## src/rtl/input_debounce_filter.sv

```systemverilog
// -----------------------------------------------------------------------------
// input_debounce_filter
//
// Debounces an already-synchronised input level and measures high-pulse width.
// A change on i_sync is only accepted once it has been seen on K+1 consecutive
// samples (K = cfg_stable_cnt); shorter excursions are rejected as glitches.
// Every accepted transition produces a one-cycle rise/fall strobe, and every
// accepted fall publishes the length of the preceding high pulse.
//
// There is no valid/ready handshake: every output is a registered level or a
// one-cycle strobe, presented to the downstream register/interrupt logic
// without back-pressure.
//
// Parameters
//   CNT_W            width of qualification/width counters and K (4..32)
// Ports
//   clk              system clock, rising edge
//   rst              synchronous active-high reset
//   i_sync           synchronised input level
//   cfg_en           block enable; 0 freezes level/width, aborts qualification
//   cfg_stable_cnt   qualification count K
//   o_level          debounced level
//   o_rise, o_fall   one-cycle strobes on committed 0->1 / 1->0 transitions
//   o_width          length of the last high pulse in cycles (saturating)
//   o_width_vld      one-cycle strobe: o_width/o_width_ovf updated this cycle
//   o_width_ovf      last high pulse saturated the width counter
//   dbg_state        FSM state (0 = STABLE, 1 = QUALIFY)
//   dbg_qcnt         qualification counter
// -----------------------------------------------------------------------------
module input_debounce_filter #(
  parameter int CNT_W = 16
) (
  input  logic             clk,
  input  logic             rst,
  input  logic             i_sync,
  input  logic             cfg_en,
  input  logic [CNT_W-1:0] cfg_stable_cnt,
  output logic             o_level,
  output logic             o_rise,
  output logic             o_fall,
  output logic [CNT_W-1:0] o_width,
  output logic             o_width_vld,
  output logic             o_width_ovf,
  output logic             dbg_state,
  output logic [CNT_W-1:0] dbg_qcnt
);

  typedef enum logic {
    ST_STABLE  = 1'b0,
    ST_QUALIFY = 1'b1
  } state_t;

  localparam logic [CNT_W-1:0] CNT_ONE = CNT_W'(1);
  localparam logic [CNT_W-1:0] CNT_MAX = {CNT_W{1'b1}};

  state_t           state_q, state_d;
  logic [CNT_W-1:0] qcnt_q, qcnt_d;
  logic [CNT_W-1:0] wcnt_q, wcnt_d;
  logic             level_q, level_d;
  logic             rise_q, rise_d;
  logic             fall_q, fall_d;
  logic [CNT_W-1:0] width_q, width_d;
  logic             width_vld_q, width_vld_d;
  logic             width_ovf_q, width_ovf_d;
  logic             commit;
  logic             differs;

  assign differs = (i_sync != level_q);

  // Next-state logic: FSM, qualification counter, commit
  always_comb begin
    state_d = state_q;
    qcnt_d  = qcnt_q;
    commit  = 1'b0;

    if (!cfg_en) begin
      // Disabled: abandon any qualification so re-enable starts from zero.
      state_d = ST_STABLE;
      qcnt_d  = '0;
    end else begin
      case (state_q)
        ST_STABLE: begin
          if (!differs) begin
            qcnt_d = '0;
          end else if (cfg_stable_cnt == '0) begin
            commit = 1'b1;
          end else begin
            state_d = ST_QUALIFY;
            qcnt_d  = CNT_ONE;
          end
        end
        ST_QUALIFY: begin
          if (!differs) begin
            state_d = ST_STABLE;
            qcnt_d  = '0;
          end else if (qcnt_q >= cfg_stable_cnt) begin
            // >= so that lowering K mid-qualification commits right away.
            commit = 1'b1;
          end else begin
            qcnt_d = qcnt_q + CNT_ONE;
          end
        end
        default: begin
          state_d = ST_STABLE;
          qcnt_d  = '0;
        end
      endcase

      if (commit) begin
        state_d = ST_STABLE;
        qcnt_d  = '0;
      end
    end
  end

  // Level, strobes and width measurement
  always_comb begin
    level_d     = level_q;
    rise_d      = 1'b0;
    fall_d      = 1'b0;
    wcnt_d      = wcnt_q;
    width_d     = width_q;
    width_vld_d = 1'b0;
    width_ovf_d = width_ovf_q;

    // Width counts enabled cycles spent high; saturates instead of wrapping.
    if (cfg_en && level_q && (wcnt_q != CNT_MAX)) begin
      wcnt_d = wcnt_q + CNT_ONE;
    end

    if (commit) begin
      level_d = ~level_q;
      if (!level_q) begin
        rise_d = 1'b1;
        wcnt_d = CNT_ONE;
      end else begin
        fall_d      = 1'b1;
        width_d     = wcnt_q;
        width_ovf_d = (wcnt_q == CNT_MAX);
        width_vld_d = 1'b1;
      end
    end
  end

  always_ff @(posedge clk) begin
    if (rst) begin
      state_q     <= ST_STABLE;
      qcnt_q      <= '0;
      wcnt_q      <= '0;
      level_q     <= 1'b0;
      rise_q      <= 1'b0;
      fall_q      <= 1'b0;
      width_q     <= '0;
      width_vld_q <= 1'b0;
      width_ovf_q <= 1'b0;
    end else begin
      state_q     <= state_d;
      qcnt_q      <= qcnt_d;
      wcnt_q      <= wcnt_d;
      level_q     <= level_d;
      rise_q      <= rise_d;
      fall_q      <= fall_d;
      width_q     <= width_d;
      width_vld_q <= width_vld_d;
      width_ovf_q <= width_ovf_d;
    end
  end

  assign o_level     = level_q;
  assign o_rise      = rise_q;
  assign o_fall      = fall_q;
  assign o_width     = width_q;
  assign o_width_vld = width_vld_q;
  assign o_width_ovf = width_ovf_q;
  assign dbg_state   = state_q;
  assign dbg_qcnt    = qcnt_q;

endmodule

```

## config.mk

```make
export PLATFORM = sky130hd
export DESIGN_NAME = input_debounce_filter
export DESIGN_NICKNAME = d
export VERILOG_FILES = /design/src/rtl/input_debounce_filter.sv
export SDC_FILE = /design/constraint.sdc
export NUM_CORES = 1
export LEC_CHECK = 0
export ABC_AREA = 1
export ABC_CLOCK_PERIOD_IN_PS = 1800
export BUFFER_PORTS_ARGS = -buffer_cell sky130_fd_sc_hd__buf_2
export CAP_MARGIN = 20
export CORE_MARGIN = 3
export CORE_UTILIZATION = 45
export CTS_BUF_LIST = sky130_fd_sc_hd__clkbuf_4
export DETAILED_ROUTE_END_ITERATION = 8
export GPL_TIMING_DRIVEN = 0
export MAX_ROUTING_LAYER = met4
export PLACE_DENSITY = 0.69
export SETUP_SLACK_MARGIN = 0.1
export SYNTH_ARGS = -nofsm -noshare
export SYNTH_HDL_FRONTEND = slang
export SYNTH_SLANG_ARGS = --single-unit
```

## constraint.sdc

```tcl
create_clock -name clk -period 1.8 [get_ports clk]
set_clock_uncertainty 0.05 [all_clocks]
set_input_delay 0.09 -clock clk [delete_from_list [all_inputs] [get_ports clk]]
set_output_delay 0.09 -clock clk [all_outputs]
set_load 0.05 [all_outputs]
```

; Yosys cells after proc, flatten, opt, wreduce, memory -nomap -nowiden
; Index checks and enable logic that the tools add are counted.
[totals]
register_bits = 53
output_inout_bits = 38
[op_classes]
n_eq_ne = 5
bitwise = 4
n_reduce_logical = 7
n_addsub = 2
muxes = 21
order_cmp = 1
[op_table]
columns = operator, count
row1 = two-way mux 16 bit, 7
row2 = "adder 16 x 1 -> 16 bit, second input constant", 2
row3 = case mux 16 bit (2 select lines), 1
row4 = "== test 16 bit, second input constant", 1
row5 = >= comparator 16 bit, 1
row6 = zero test 16 bit, 1
row7 = "!= test 16 bit, second input constant", 1
row8 = two-way mux 1 bit, 11
row9 = "!= test 3 bit, second input constant", 2
row10 = NOT 1 bit, 4
row11 = case mux 1 bit (2 select lines), 2
row12 = AND reduction 2 bit, 2
row13 = OR reduction 3 bit, 1
row14 = logical AND 1 bit, 2
row15 = OR reduction 2 bit, 1
row16 = != test 1 bit, 1

; Depth between registers and ports, before layout
[logic_depth]
depth_word = 8
depth_mapped = 17
mapped_depth_nobuf = 16

; Least setup slack after synthesis
; Ideal clock, no wire load.
[synth_path]
path_type = register to register
start = reg qcnt_q[13], in the netlist dbg_qcnt[13]
end = reg qcnt_q[3], in the netlist dbg_qcnt[3]
path_buffers = 2
path_slack_ns = -0.378
path_stages_with_launch = 13
setup_time_ns = 0.066
arrival_time_ns = 2.062
required_ns = 1.684
path_cell_list = dfxtp_1 > ha_1 > nand2_1 > inv_1 > o21bai_1 > nand2_1 > a21oi_1 > nand2_2 > nand2_2 > buf_6 > buf_6 > nand3_1 > a21oi_2
[synth_via]
elab_chain_cells = 6
[synth_lines]
columns = item, line
row1 = from (decl), 57  ; logic [CNT_W-1:0] qcnt_q, qcnt_d;
row2 = from (signal assigned), 158  ; qcnt_q <= qcnt_d;
row3 = >= comparator 16 bit *, 96  ; end else if (qcnt_q >= cfg_stable_cnt) begin
row4 = two-way mux 1 bit, 96
row5 = two-way mux 1 bit, 93  ; if (!differs) begin
row6 = case mux 1 bit (2 select lines), 81  ; case (state_q)
row7 = two-way mux 1 bit, 76  ; if (!cfg_en) begin
row8 = OR reduction 3 bit (no source line), -
; Mark *: on every way between the ends. The rest lies on a longest branch, timed or not. The select of a mux whose other input is x is not followed.
; A chain may end at the register's enable or synchronous reset.

; Final worst setup path
[layout_path]
start = reg qcnt_q[5], in the netlist dbg_qcnt[5]
end = reg width_q[1], in the netlist o_width[1]
[layout_via]
elab_chain_cells = 7
[layout_lines]
columns = item, line
row1 = >= comparator 16 bit, 96
row2 = two-way mux 1 bit, 96
row3 = two-way mux 1 bit, 93
row4 = case mux 1 bit (2 select lines), 81
row5 = two-way mux 1 bit (2 in a row), 76
row6 = AND reduction 2 bit (no source line), -
row7 = to (signal assigned), 163  ; width_q <= width_d;
row8 = to (decl), 62  ; logic [CNT_W-1:0] width_q, width_d;
; Every way passes these cells. The select of a mux whose other input is x is not followed.

==> out/metrics.yaml <==
leakage_nw: 1.978
vias: 3660
crit_arrival_ns: 2.21
min_period_over_period_pct: 107.3
period_needed_ns: 1.931
fin_ws_ns: -0.1305
required_ns: 2.08
synthCells: 490
min_path_type: "in -> reg"
dpl.hpwl_microns: 7300
cts_root_buffer: "clkbuf_4"
synth_top_family_by_area: "simple AND/OR/NAND/NOR gates"
gp_congestion: 0.9043
ys_types: 32
crit_type: "reg -> reg"
grt_setup_unrepaired: "true"
grt_max_degree: 16
syn_area_per_cell_sq_um: 6.739
outcome: "complete, but fails checks"
synth_compound_area_share_pct: 7.313
timing.rr.end: "o_width[1]$_SDFFE_PP0P_"
yosys-top-cells-count: "nand2_1 (121), nand3_1 (63), inv_1 (59)"
port_buffers: 56
seq_area_sq_mm: 0.001121
synth_top_area_share_pct: 32.13
cp_max_fo: 6
cts_made_buffers: 5
antenna_left: 0
holdPathEnd: "dbg_qcnt[10]$_SDFFE_PP0P_"
grt_use_total_pct: 25.56
first_iter_violations: 249
ys_seq_area_share_pct: 32.13
die_area_sq_mm: 0.008402
final_core_utilization_pct: 65.14
clk_path_buf_depth: 2
synthMuxAreaShare_pct: 0
start_kind: "flop"
hold_depth: 3
viasPerCell: 5.335
multi_input_area_sq_mm: 0.002197
syn_nets: 528
core-area_sq_mm: 0.006944
powerDensity_mw_per_mm2: 457.9
worstHoldStart: "cfg_en"
initial_core_util_pct: 47.55
whs_ns: 0.03327
synthTopCellsByArea: "dfxtp_1 (32%), nand2_1 (14%), nand3_1 (9.5%)"
violations: "setup timing"
rows: 30
finalHoldViolCount: 0
synth_top_cell_by_area: "dfxtp_1"
cts_tree: "built"
yosysWarnings: 0
io-pin-count: 58
grt_pass1_wl_microns: 17020
rr_startpoint: "dbg_qcnt[5]$_SDFFE_PP0P_"
maxSlewViolCount: 0
drc: 0
reg2reg_depth: 15
overflow: 0
synth_edf_count: 0
peakVddDrop_mv: 0.3665
nNetsFinal: 628
synth.most_common_cell: "nand2_1"
setup_viol: 51
h-tree-depth: 2
drt-total-wl_microns: 10640
drive_gt1_share_pct: 35.42
ys_ff_latch: 53
detail_route.first_pass.iterations: 5
clk_pin_slew_ns: 0.16
antenna_found_initial: 0
maxCapViolCount: 0
worst_slew_pin_slew_ns: 0.6627
place_ws_ns: -0.2555
slew_headroom_pct: 55.82
clock.fmax_mhz: 518.0
clk_latency_ns: 0.37
synth_simple_gate_area_share_pct: 40.77
diodes: 0
power.total_w: 0.002071
die_h_microns: 91.66
yosys.area_share.adder_pct: 6.821
syn_area_sq_mm: 0.003302
synthFlopType: "dfxtp_1"
final.fill_count: 626
areaGrowthSynthToFinish_pct: 36.98
rrSetupSlack_ns: -0.13
wl_per_cell_microns: 15.51
synth_xor_xnor_area_share_pct: 2.387
grt_pass1_vias: 3360
die_w_microns: 91.66
async_flop_share_pct: 0
endpoint_kind: "flop"
clock_sinks: 53
[how the worst max path moves through the flow]
stage                     depth (start not counted)                        to                startpoint
after floorplan                                  14  dbg_qcnt[0]$_SDFFE_PP0P_  dbg_qcnt[7]$_SDFFE_PP0P_
after global placement                           11     wcnt_q[13]$_SDFF_PP0_      wcnt_q[0]$_SDFF_PP0_
after detailed placement                         14  o_width_ovf$_SDFFE_PP0P_  dbg_qcnt[7]$_SDFFE_PP0P_
after CTS                                        14   o_width[9]$_SDFFE_PP0P_  dbg_qcnt[6]$_SDFFE_PP0P_
after global routing                             15   o_width[7]$_SDFFE_PP0P_  dbg_qcnt[6]$_SDFFE_PP0P_
final                                            15   o_width[1]$_SDFFE_PP0P_  dbg_qcnt[5]$_SDFFE_PP0P_
[repair_timing]
action	4_1_cts	5_1_grt
cloned	2	1
pin swaps	11	13
setup endpoints to repair	53	53
resized for setup	36	26
buffers inserted	25	9
hold buffers	0	0
[cells in the final DEF (no fill, tap or decap), types with 16 or more instances in the layout]
cell     count
nand3_2     16
nand2_1    112
nand3_1     48
nor2_1      49
dfxtp_1     33
buf_4       25
nand4_1     23
inv_1       55
buf_2       58
[registers in the layout (all words and copies together), names as in the netlist]
| name | flops |
|---|---|
| dbg_state | 1 |
| wcnt_q | 16 |
| dbg_qcnt | 16 |
| o_width_vld | 1 |
| o_level | 1 |
| o_width_ovf | 1 |
| o_width | 16 |
| o_rise | 1 |
[per-layer routing]
metal | vias up | global-route usage (%) | share of wire, %
met4 | 0 | 4.899 | 0.43
met3 | 9 | 4.430 | 8.4
met5 | - | - | 0
met1 | 1705 | 38.70 | 49
li1 | 1797 | - | -
met2 | 149 | 35.48 | 43
[kinds of logic after synthesis]
group,count (synthesis)
xor+xnor,9
compound gates,39
simple gates,292
buf+inv,79
fa+ha+maj,18
flops,53
[layout make-up]
type | count | share of cell area, %
well taps | 96 | 2.656
repair buffers | 93 | 14.00
clock inverters | 2 | 0.7746
plain buffers | 15 | 3.071
inverters | 64 | 5.311
clock buffers | 5 | 0.8299
flip-flops and latches | 53 | 24.79
multi-input cells | 358 | 48.58
[stage by stage]
step           cell area [sq um]  std cells  setup TNS (ns)
5_1_grt                     4523        686          -10.61
3_3_place_gp                3919        642          -8.397
3_5_place_dp                3919        642          -8.780
4_1_cts                     4338        676          -3.425
2_1_floorplan               3518        490         -0.2290
6_report                    4523        686          -4.311
[worst max-delay path: stages (launching register included)]
cell	delay, ns
dfxtp_4	0.39
ha_4	0.26
nand2_2	0.04
inv_2	0.05
nand2_2	0.05
nor2_1	0.09
nor2_1	0.05
nand2_1	0.08
nand2_2	0.07
nand2_4	0.13
nand3_4	0.10
nor2_4	0.12
buf_12	0.14
buf_6	0.11
nand3_2	0.06
nand2_1	0.09
[report_power, final]
| part | internal (W) | switching [W] | leakage, nW | total [W] |
|---|---|---|---|---|
| logic | 0.0000829 | 0.000147 | 1.50 | 0.000230 |
| registers | 0.00116 | 0.00000719 | 0.441 | 0.00117 |
| clock network | 0.000284 | 0.000391 | 0.0410 | 0.000675 |
Power figures use the tool's default switching activity.
